--- src/rtl/clz_clocked_pkg.sv ---
// Shared constants and helpers for the clocked leading-zero counter.
// The RNG field widths live here so the uniform-to-float stage and this
// unit agree on how wide the exponent field of a raw draw is.
package clz_clocked_pkg;

  // Uniform RNG word layout (LVDS comparator generator).
  localparam int URNG_BX     = 32;
  localparam int RNG_EXP_BW  = 8;
  localparam int RNG_MANT_BW = 23;

  // Ceiling log2; callers guarantee n >= 2.
  function automatic int CLOG2(input int n);
    return $clog2(n);
  endfunction

  function automatic int MAX(input int a, input int b);
    return (a > b) ? a : b;
  endfunction

endpackage

--- src/rtl/clz_clocked_if.sv ---
// Operand/result bundle between the uniform-to-float stage (master)
// and the leading-zero counter (slave).
interface clz_clocked_if
  import clz_clocked_pkg::*;
#(
  parameter int bits_in = RNG_EXP_BW
);
  localparam int W = CLOG2(bits_in);

  logic [bits_in-1:0] b;
  logic               ready;
  logic               vout;
  logic [W-1:0]       pout;

  modport master (output b, input ready, input vout, input pout);
  modport slave  (input b, output ready, output vout, output pout);

endinterface

--- src/rtl/clz_clocked_search_step.sv ---
// One binary-search step of the leading-zero count: if the top 2**k bits
// of the window are all zero, add 2**k to the count and shift them out.
module clz_search_step
  import clz_clocked_pkg::*;
#(
  parameter  int P = 8,
  localparam int W = CLOG2(P)
) (
  input  logic [P-1:0] s,
  input  logic [W-1:0] k,
  input  logic [W-1:0] c,
  output logic [P-1:0] s_next,
  output logic [W-1:0] c_next
);

  // P is a power of two, so it needs W+1 bits.
  localparam logic [W:0] PW = (W+1)'(P);

  logic [W:0] span;
  logic       top_zero;

  // k never exceeds W-1, so span is at most P/2 and fits the count width.
  assign span     = (W+1)'(1) << k;
  assign top_zero = ((s >> (PW - span)) == '0);
  assign s_next   = top_zero ? (s << span) : s;
  assign c_next   = top_zero ? (c + span[W-1:0]) : c;

endmodule

--- src/rtl/clz_clocked.sv ---
// Multi-cycle leading-zero counter. Captures an operand whenever idle,
// resolves one binary-search step per clock and pulses vout with the
// count. All-zero operands finish silently so the consumer redraws.
// The io interface must be instantiated with the same bits_in.
module clz_clocked
  import clz_clocked_pkg::*;
#(
  parameter int bits_in = RNG_EXP_BW
) (
  input  logic         clk,
  input  logic         rst,
  clz_clocked_if.slave io
);

  localparam int W = CLOG2(bits_in);
  localparam int P = 2 ** W;

  localparam logic [0:0] IDLE = 1'b0;
  localparam logic [0:0] BUSY = 1'b1;

  localparam logic [W-1:0] K_FIRST = W'(W - 1);

  logic [0:0]   state;
  logic [P-1:0] s_q;
  logic [W-1:0] c_q;
  logic [W-1:0] k_q;
  logic         z_q;
  logic         ready_q;
  logic         vout_q;
  logic [W-1:0] pout_q;

  logic [P-1:0] b_ext;
  logic [P-1:0] s_cap;
  logic [P-1:0] s_nxt;
  logic [W-1:0] c_nxt;

  // Left-justify the operand; the pad bits sit below the LSB so they are
  // only reached once every real bit has been counted as zero.
  assign b_ext = P'(io.b);
  assign s_cap = b_ext << (P - bits_in);

  // Single search-step datapath, reused on every BUSY cycle.
  clz_search_step #(.P(P)) u_step (
    .s      (s_q),
    .k      (k_q),
    .c      (c_q),
    .s_next (s_nxt),
    .c_next (c_nxt)
  );

  // Control FSM and datapath registers; outputs come straight from flops.
  always_ff @(posedge clk or negedge rst) begin
    if (!rst) begin
      state   <= IDLE;
      s_q     <= '0;
      c_q     <= '0;
      k_q     <= '0;
      z_q     <= 1'b0;
      ready_q <= 1'b1;
      vout_q  <= 1'b0;
      pout_q  <= '0;
    end else begin
      case (state)
        IDLE: begin
          s_q     <= s_cap;
          z_q     <= (io.b == '0);
          c_q     <= '0;
          k_q     <= K_FIRST;
          ready_q <= 1'b0;
          vout_q  <= 1'b0;
          state   <= BUSY;
        end
        default: begin
          s_q <= s_nxt;
          c_q <= c_nxt;
          if (k_q == '0) begin
            // Zero operand: count would be P and is meaningless, keep pout.
            if (!z_q) pout_q <= c_nxt;
            vout_q  <= !z_q;
            ready_q <= 1'b1;
            state   <= IDLE;
          end else begin
            k_q <= k_q - 1'b1;
          end
        end
      endcase
    end
  end

  assign io.ready = ready_q;
  assign io.vout  = vout_q;
  assign io.pout  = pout_q;

endmodule

--- src/flat_wrapper.sv ---
// flat-port wrapper written by rule: the top's interface ports become plain ports
module clz_clocked_flat import clz_clocked_pkg::*;
#(
  parameter int bits_in = RNG_EXP_BW
)
  (clk, rst, io_b, io_ready, io_vout, io_pout);
  clz_clocked_if #(.bits_in(bits_in)) io_i ();
  input  logic clk;
  input  logic rst;
  input wire logic [$bits(io_i.b)-1:0] io_b;
  output wire logic [$bits(io_i.ready)-1:0] io_ready;
  output wire logic [$bits(io_i.vout)-1:0] io_vout;
  output wire logic [$bits(io_i.pout)-1:0] io_pout;
  assign io_i.b = io_b;
  assign io_ready = io_i.ready;
  assign io_vout = io_i.vout;
  assign io_pout = io_i.pout;
  clz_clocked #(.bits_in(bits_in)) u_core (.clk(clk), .rst(rst), .io(io_i));
endmodule
--- config.mk ---
export PLATFORM = sky130hd
export DESIGN_NAME = clz_clocked_flat
export DESIGN_NICKNAME = d
export VERILOG_FILES = /design/src/rtl/clz_clocked_pkg.sv /design/src/rtl/clz_clocked_if.sv /design/src/rtl/clz_clocked_search_step.sv /design/src/rtl/clz_clocked.sv /design/src/flat_wrapper.sv
export SDC_FILE = /design/constraint.sdc
export NUM_CORES = 1
export LEC_CHECK = 0
export ABC_AREA = 1
export CAP_MARGIN = 20
export CORE_UTILIZATION = 60
export DETAILED_ROUTE_END_ITERATION = 8
export GPL_TIMING_DRIVEN = 0
export PLACE_DENSITY = 0.84
export SLEW_MARGIN = 30
export SYNTH_ARGS = -nofsm -noshare
export SYNTH_HDL_FRONTEND = slang
export SYNTH_HIERARCHICAL = 1
export SYNTH_SLANG_ARGS = --single-unit
--- constraint.sdc ---
create_clock -name clk -period 5.18 [get_ports clk]
set_input_delay 1.036 -clock clk [delete_from_list [all_inputs] [get_ports clk]]
set_output_delay 1.036 -clock clk [all_outputs]
set_load 0.02 [all_outputs]
==> results of run 1 <==
==> sequential cells by signal (all words and copies together), names as in the netlist <==
name and count:
u_core/z_q 1, u_core/io.vout 1, u_core/s_q 8, u_core/io.ready 1, u_core/io.pout 3, u_core/k_q 3, u_core/c_q 3, u_core/state 1
==> cells in the final DEF, fill, tap and decap left out, types with 2 or more instances in the layout <==
| cell type | count |
|---|---|
| nand2_2 | 4 |
| ha_1 | 4 |
| inv_2 | 4 |
| clkbuf_4 | 3 |
| nand2_1 | 67 |
| buf_6 | 3 |
| nand3_1 | 20 |
| o21bai_1 | 2 |
| a21oi_1 | 3 |
| o21ai_0 | 9 |
| nand2_4 | 2 |
| nor2_4 | 2 |
| xnor2_1 | 2 |
| dfrtp_1 | 20 |
| nor3_1 | 2 |
| inv_1 | 26 |
| o221ai_1 | 4 |
| clkdlybuf4s50_1 | 13 |
| nor2_1 | 8 |
==> final cells by class <==
class	count	area share
tap	28	0.0217
multi-input combinational	138	0.450
clock buffer	4	0.0163
timing repair buffer	14	0.0837
inverter	31	0.0736
sequential	21	0.326
buffer	5	0.0279
==> worst register-to-register path, stage by stage (launching register included) <==
cell     delay [ps]
dfrtp_1         460
nor2_4          250
nand2_1         210
ha_1            350
inv_1            90
nand3_1          90
o21ai_2          70
inv_2            40
nand2_2          90
nand2_2         140
nand2_1         100
nand2_1          80
nand3_1          90
nand2_1          60
==> how the worst max path moves through the flow <==
| stage | endpoint | slack (ps) | cells after the start |
|---|---|---|---|
| 2_1_floorplan | u_core/io.pout[2] | 3270 | 12 |
| 6_report | io_ready | 2710 | 1 |
| 5_1_grt | io_ready | 2660 | 1 |
| 3_5_place_dp | u_core/s_q[5] | 2940 | 1 |
| 4_1_cts | io_ready | 2700 | 1 |
| 3_3_place_gp | u_core/s_q[5] | 3010 | 1 |
==> cell families (layout without fill, tap and decap cells) <==
kind of cell    count (synthesis)  after routing  synth area share
compound gates                 23             23             0.108
xor+xnor                        3              3            0.0185
fa+ha+maj                       5              5            0.0494
buf+inv                        36             54             0.116
flops                          21             21             0.372
simple gates                  107            107             0.337
==> routing by layer <==
layer  vias to the layer above  global-route usage
met5                         -                   0
met4                         0               0.102
met3                         4              0.0394
met2                        61               0.456
met1                       603               0.390
li1                        652                   -
==> power by group through the flow <==
stage / logic (uW) / registers, uW / clock network, uW
2_1_floorplan: 17.9 / 178 / 0
3_5_place_dp: 38.3 / 177 / 0
5_1_grt: 42.7 / 174 / 88.8
3_3_place_gp: 37.4 / 177 / 0
4_1_cts: 38.4 / 174 / 81.6
6_report: 37.7 / 174 / 77.6
==> through the flow <==
step	std cells	power, uW
2_1_floorplan	195	196
3_3_place_gp	237	214
3_5_place_dp	237	215
4_1_cts	241	294
5_1_grt	241	306
6_report	241	289
==> flow_summary.json, run 1 <==
{
  "timing.fmax_ghz": 0.405,
  "crit_buf_inv": 1,
  "period_minus_slack_ps": 2470,
  "wl_met1_um": 1350,
  "syn_area_sq_um": 1420,
  "clock_skew_ps": 3.50,
  "fin_ws_ps": 2710,
  "cpPeakStageDelay_ps": 590,
  "synth_top_area_frac": 0.353,
  "finish.utilization": 0.730,
  "placed_cell_area_sq_um": 1590,
  "min_path_type": "flop to flop",
  "rr_endpoint": "u_core/io.pout[1]",
  "synth.most_common_cell": "nand2_1",
  "cts_tree": "yes",
  "cts_hold_buf": 0,
  "criticalPathCategory": "flop to output pin",
  "synth_ff_type": "dfrtp_1",
  "setup_viol": 0,
  "tns_ps": 0,
  "clock-root-buffer": "clkbuf_4",
  "worstRegToRegCells": 13,
  "cp-end-kind": "output pin",
  "holdCritStartpoint": "u_core/io.ready",
  "place_congestion": 0.999,
  "internal_power_uw": 217,
  "synth-edff-count": 0,
  "netSwitchingFraction": 0.249,
  "post-route-period-util": 0.476,
  "hold_violations": 0,
  "antenna_found_initial": 0,
  "antenna_cells": 0,
  "nets": 229,
  "pre_cts_ws_ps": 2940,
  "cp.required_ps": 4140,
  "synthArstFlopShare": 1.00,
  "worst_slew_pin_slew_ps": 477,
  "h-tree-depth": 1,
  "die_y_um": 50.6,
  "status": "completed",
  "synthTopCellsByCount": "nand2_1 (67), inv_1 (26), dfrtp_1 (20), nand3_1 (20), o21ai_0 (9)",
  "p_per_area_nw_per_um2": 179,
  "multi_input_area_sq_um": 727,
  "cp_slowest_cell": "clkdlybuf4s50_1",
  "pwr-share-seq": 0.601,
  "cp_max_fo": 2,
  "p_leak_uw": 0.000909,
  "netlist_instances": 195,
  "slew-limit-headroom": 0.682,
  "clk_pin_slew_ps": 110,
  "rsz0062_at_grt": "false",
  "hold_depth": 2,
  "wl_met2_um": 1450,
  "critPathLaunchType": "flop",
  "seq_area_frac_synth": 0.372,
  "drtIter0Drc": 69,
  "die_area_sq_um": 2560,
  "regArea_sq_um": 527,
  "fp.dieW_um": 50.6,
  "p_sw_uw": 71.8,
  "hold_end": "u_core/io.ready",
  "syn_nets": 210,
  "io_pins": 15,
  "ys_warn_count": 6,
  "ctsResizeCount": 0,
  "fillers": 193,
  "grt_max_degree": 22,
  "wl_met3_um": 237,
  "vdd_ir_drop_max_mv": 0.143,
  "cts_buffers": 3,
  "maxSlewViolCount": 0,
  "clock_power_share": 0.268,
  "clock_path_buffers": 2,
  "grt_overflow": 0,
  "totalWireLength_um": 3070,
  "vias": 1320,
  "cts.sinks": 21,
  "initial_utilization": 0.641,
  "grtUsageTotal": 0.284,
  "fin_area_sq_um": 1610,
  "worstSetupStartpoint": "u_core/io.ready",
  "dr.pass1.iters": 4,
  "row_count": 17,
  "wl_per_cell_um": 12.7,
  "grt_pass1_vias": 1223,
  "dp_hpwl_um": 2410,
  "critical_path.top_delay_family": "buffers and inverters",
  "arrival_ps": 1430,
  "route.detailed.drc": 0,
  "cts_setup_buffers": 0,
  "synthDistinctLibCells": 30,
  "p_comb_frac": 0.131,
  "io_buffers": 14,
  "holdWs_ps": 477,
  "yosysTopAreaCell": "dfrtp_1",
  "maxCapViolCount": 0,
  "synth_area_per_cell_sq_um": 7.27,
  "clk_latency_ps": 300,
  "viasPerCell": 5.48,
  "yosys-top-cells-area": "dfrtp_1 (35%), nand2_1 (18%), nand3_1 (7.1%)",
  "grt_pass1_wl_um": 5290,
  "reg2reg_slack_ps": 2960,
  "ys_seq_elements": 21,
  "reg2reg_from": "u_core/k_q[2]",
  "synthToLayoutAreaGrowth_pct": 13.9,
  "routed.top_layer": "met4",
  "drive_above_1_share": 0.122,
  "path_cells": "clkdlybuf4s50_1",
  "core_area_sq_um": 2210,
  "antenna_left": 0
}
No activity file was read; power rests on OpenSTA's default activity.
==> inputs of run 2 (changes only) <==
CORE_UTILIZATION = 56   (was 60)
PLACE_DENSITY = 0.79   (was 0.84)
clock period = 2.6 ns   (was 5.18 ns; I/O delays follow)
==> run 2 against run 1 <==
First-iteration DRC count fell by 55%. Critical path depth grew 13. Non-clock buffer count unchanged. Final area is essentially flat. Worst hold slack got worse by 330 ps. Critical endpoint is now u_core/io.pout[0].
==> flow_summary.json, run 2 (synthesis gave the netlist of run 1 again) <==
{
  "status": "completed",
  "internal_power_uw": 430,
  "timing.fmax_ghz": 0.450,
  "tns_ps": 0,
  "pre_cts_ws_ps": 408,
  "ctsResizeCount": 0,
  "regMostFlops": "u_core/s_q",
  "worst_slew_pin_slew_ps": 440,
  "antenna_left": 0,
  "synthToLayoutAreaGrowth_pct": 13.9,
  "layout_common_cells": "nand2_1 (67), inv_1 (26), nand3_1 (20), dfrtp_1 (20), clkdlybuf4s50_1 (13)",
  "clock_skew_ps": 6.75,
  "clk_latency_ps": 290,
  "maxCapViolCount": 0,
  "cp_max_fo": 10,
  "maxSlewViolCount": 0,
  "fillers": 198,
  "row_count": 17,
  "cpPeakStageDelay_ps": 470,
  "io_buffers": 14,
  "clock_path_buffers": 2,
  "arrival_ps": 2460,
  "grt_pass1_wl_um": 5220,
  "drive_above_1_share": 0.127,
  "dr.pass1.iters": 4,
  "cts_buffers": 3,
  "cts_hold_buf": 0,
  "cp-end-kind": "flop",
  "h-tree-depth": 1,
  "clock-root-buffer": "clkbuf_4",
  "viasPerCell": 5.30,
  "placed_cell_area_sq_um": 1590,
  "initial_utilization": 0.617,
  "critPathLaunchType": "flop",
  "fp.dieW_um": 52.3,
  "netSwitchingFraction": 0.244,
  "setup_viol": 0,
  "cts_tree": "yes",
  "fin_area_sq_um": 1620,
  "largest_reg_flops": 8,
  "cp_slowest_cell": "dfrtp_1",
  "fin_ws_ps": 378,
  "p_per_area_nw_per_um2": 352,
  "multi_input_area_sq_um": 727,
  "vias": 1278,
  "die_area_sq_um": 2740,
  "cts_setup_buffers": 0,
  "pwr-share-seq": 0.608,
  "antenna_found_initial": 0,
  "cts.sinks": 21,
  "min_path_type": "input pin to async pin",
  "place_congestion": 0.860,
  "clk_pin_slew_ps": 110,
  "period_minus_slack_ps": 2220,
  "dp_hpwl_um": 2420,
  "antenna_cells": 0,
  "path_cells": "nor2_4, nand2_2, buf_6, ha_1, inv_1, nand3_1, o21ai_2, inv_2, nand2_2, buf_6, nand3_1, nand2_1, nand3_1, nand2_1",
  "route.detailed.drc": 0,
  "p_sw_uw": 139,
  "totalWireLength_um": 3000,
  "p_leak_uw": 0.000912,
  "grt_max_degree": 22,
  "grtUsageTotal": 0.259,
  "die_y_um": 52.3,
  "wl_per_cell_um": 12.5,
  "hold_violations": 0,
  "p_comb_frac": 0.134,
  "clock_power_share": 0.258,
  "cp.required_ps": 2840,
  "crit_buf_inv": 4,
  "grt_overflow": 0,
  "core_area_sq_um": 2300,
  "vdd_ir_drop_max_mv": 0.369,
  "drtIter0Drc": 31,
  "path_common_cell": "nand3_1",
  "regArea_sq_um": 527,
  "grt_pass1_vias": 1195,
  "rsz0062_at_grt": "false",
  "nets": 229,
  "slew-limit-headroom": 0.707,
  "post-route-period-util": 0.855,
  "critical_path.top_delay_family": "simple AND/OR/NAND/NOR gates",
  "criticalPathCategory": "flop to flop",
  "io_pins": 15,
  "layout_commonest_cell": "nand2_1"
}
[run 2: power groups by stage]
stage / clock network (uW) / registers [uW] / logic (uW)
2_1_floorplan: 0 / 355 / 35.6
3_3_place_gp: 0 / 352 / 75.8
3_5_place_dp: 0 / 352 / 77.3
4_1_cts: 154 / 346 / 77.6
5_1_grt: 165 / 347 / 85.9
6_report: 147 / 346 / 76.3
[run 2: layout make-up]
class	count	share of cell area
Inverter	31	0.0736
Clock buffer	3	0.0139
Timing Repair Buffer	14	0.0837
Tap cell	28	0.0217
Multi-Input combinational cell	138	0.450
Sequential cell	21	0.326
Buffer	5	0.0279
Clock inverter	1	0.00310
[run 2: routing by layer]
metal | share of wire | GRT usage | vias to the layer above
met4 | 0.0077 | 0.0789 | 0
met3 | 0.052 | 0.0261 | 2
met5 | 0 | 0 | -
met2 | 0.47 | 0.441 | 44
met1 | 0.47 | 0.345 | 581
li1 | - | - | 651
[run 2: metrics by stage]
stage	power [uW]	hold WS, ps	utilization	cells
final	569	151	0.703	241
after global routing	599	176	0.703	241
after CTS	578	484	0.705	241
after detailed placement	429	462	0.693	237
after global placement	428	455	0.693	237
after floorplan	391	224	-	195
[run 2: path summary, 6_finish.rpt]
| path | startpoint | slack, ps | endpoint | cells after the start |
|---|---|---|---|---|
| max in group asynchronous | rst | 2110 | u_core/io.ready | 1 |
| min | rst | 150 | u_core/io.pout[0] | 1 |
| max reg2reg | u_core/k_q[2] | 380 | u_core/io.pout[0] | 14 |
| min in group clk | u_core/io.ready | 480 | u_core/io.ready | 2 |
| min reg2reg | u_core/io.ready | 480 | u_core/io.ready | 2 |
| max | u_core/k_q[2] | 380 | u_core/io.pout[0] | 14 |
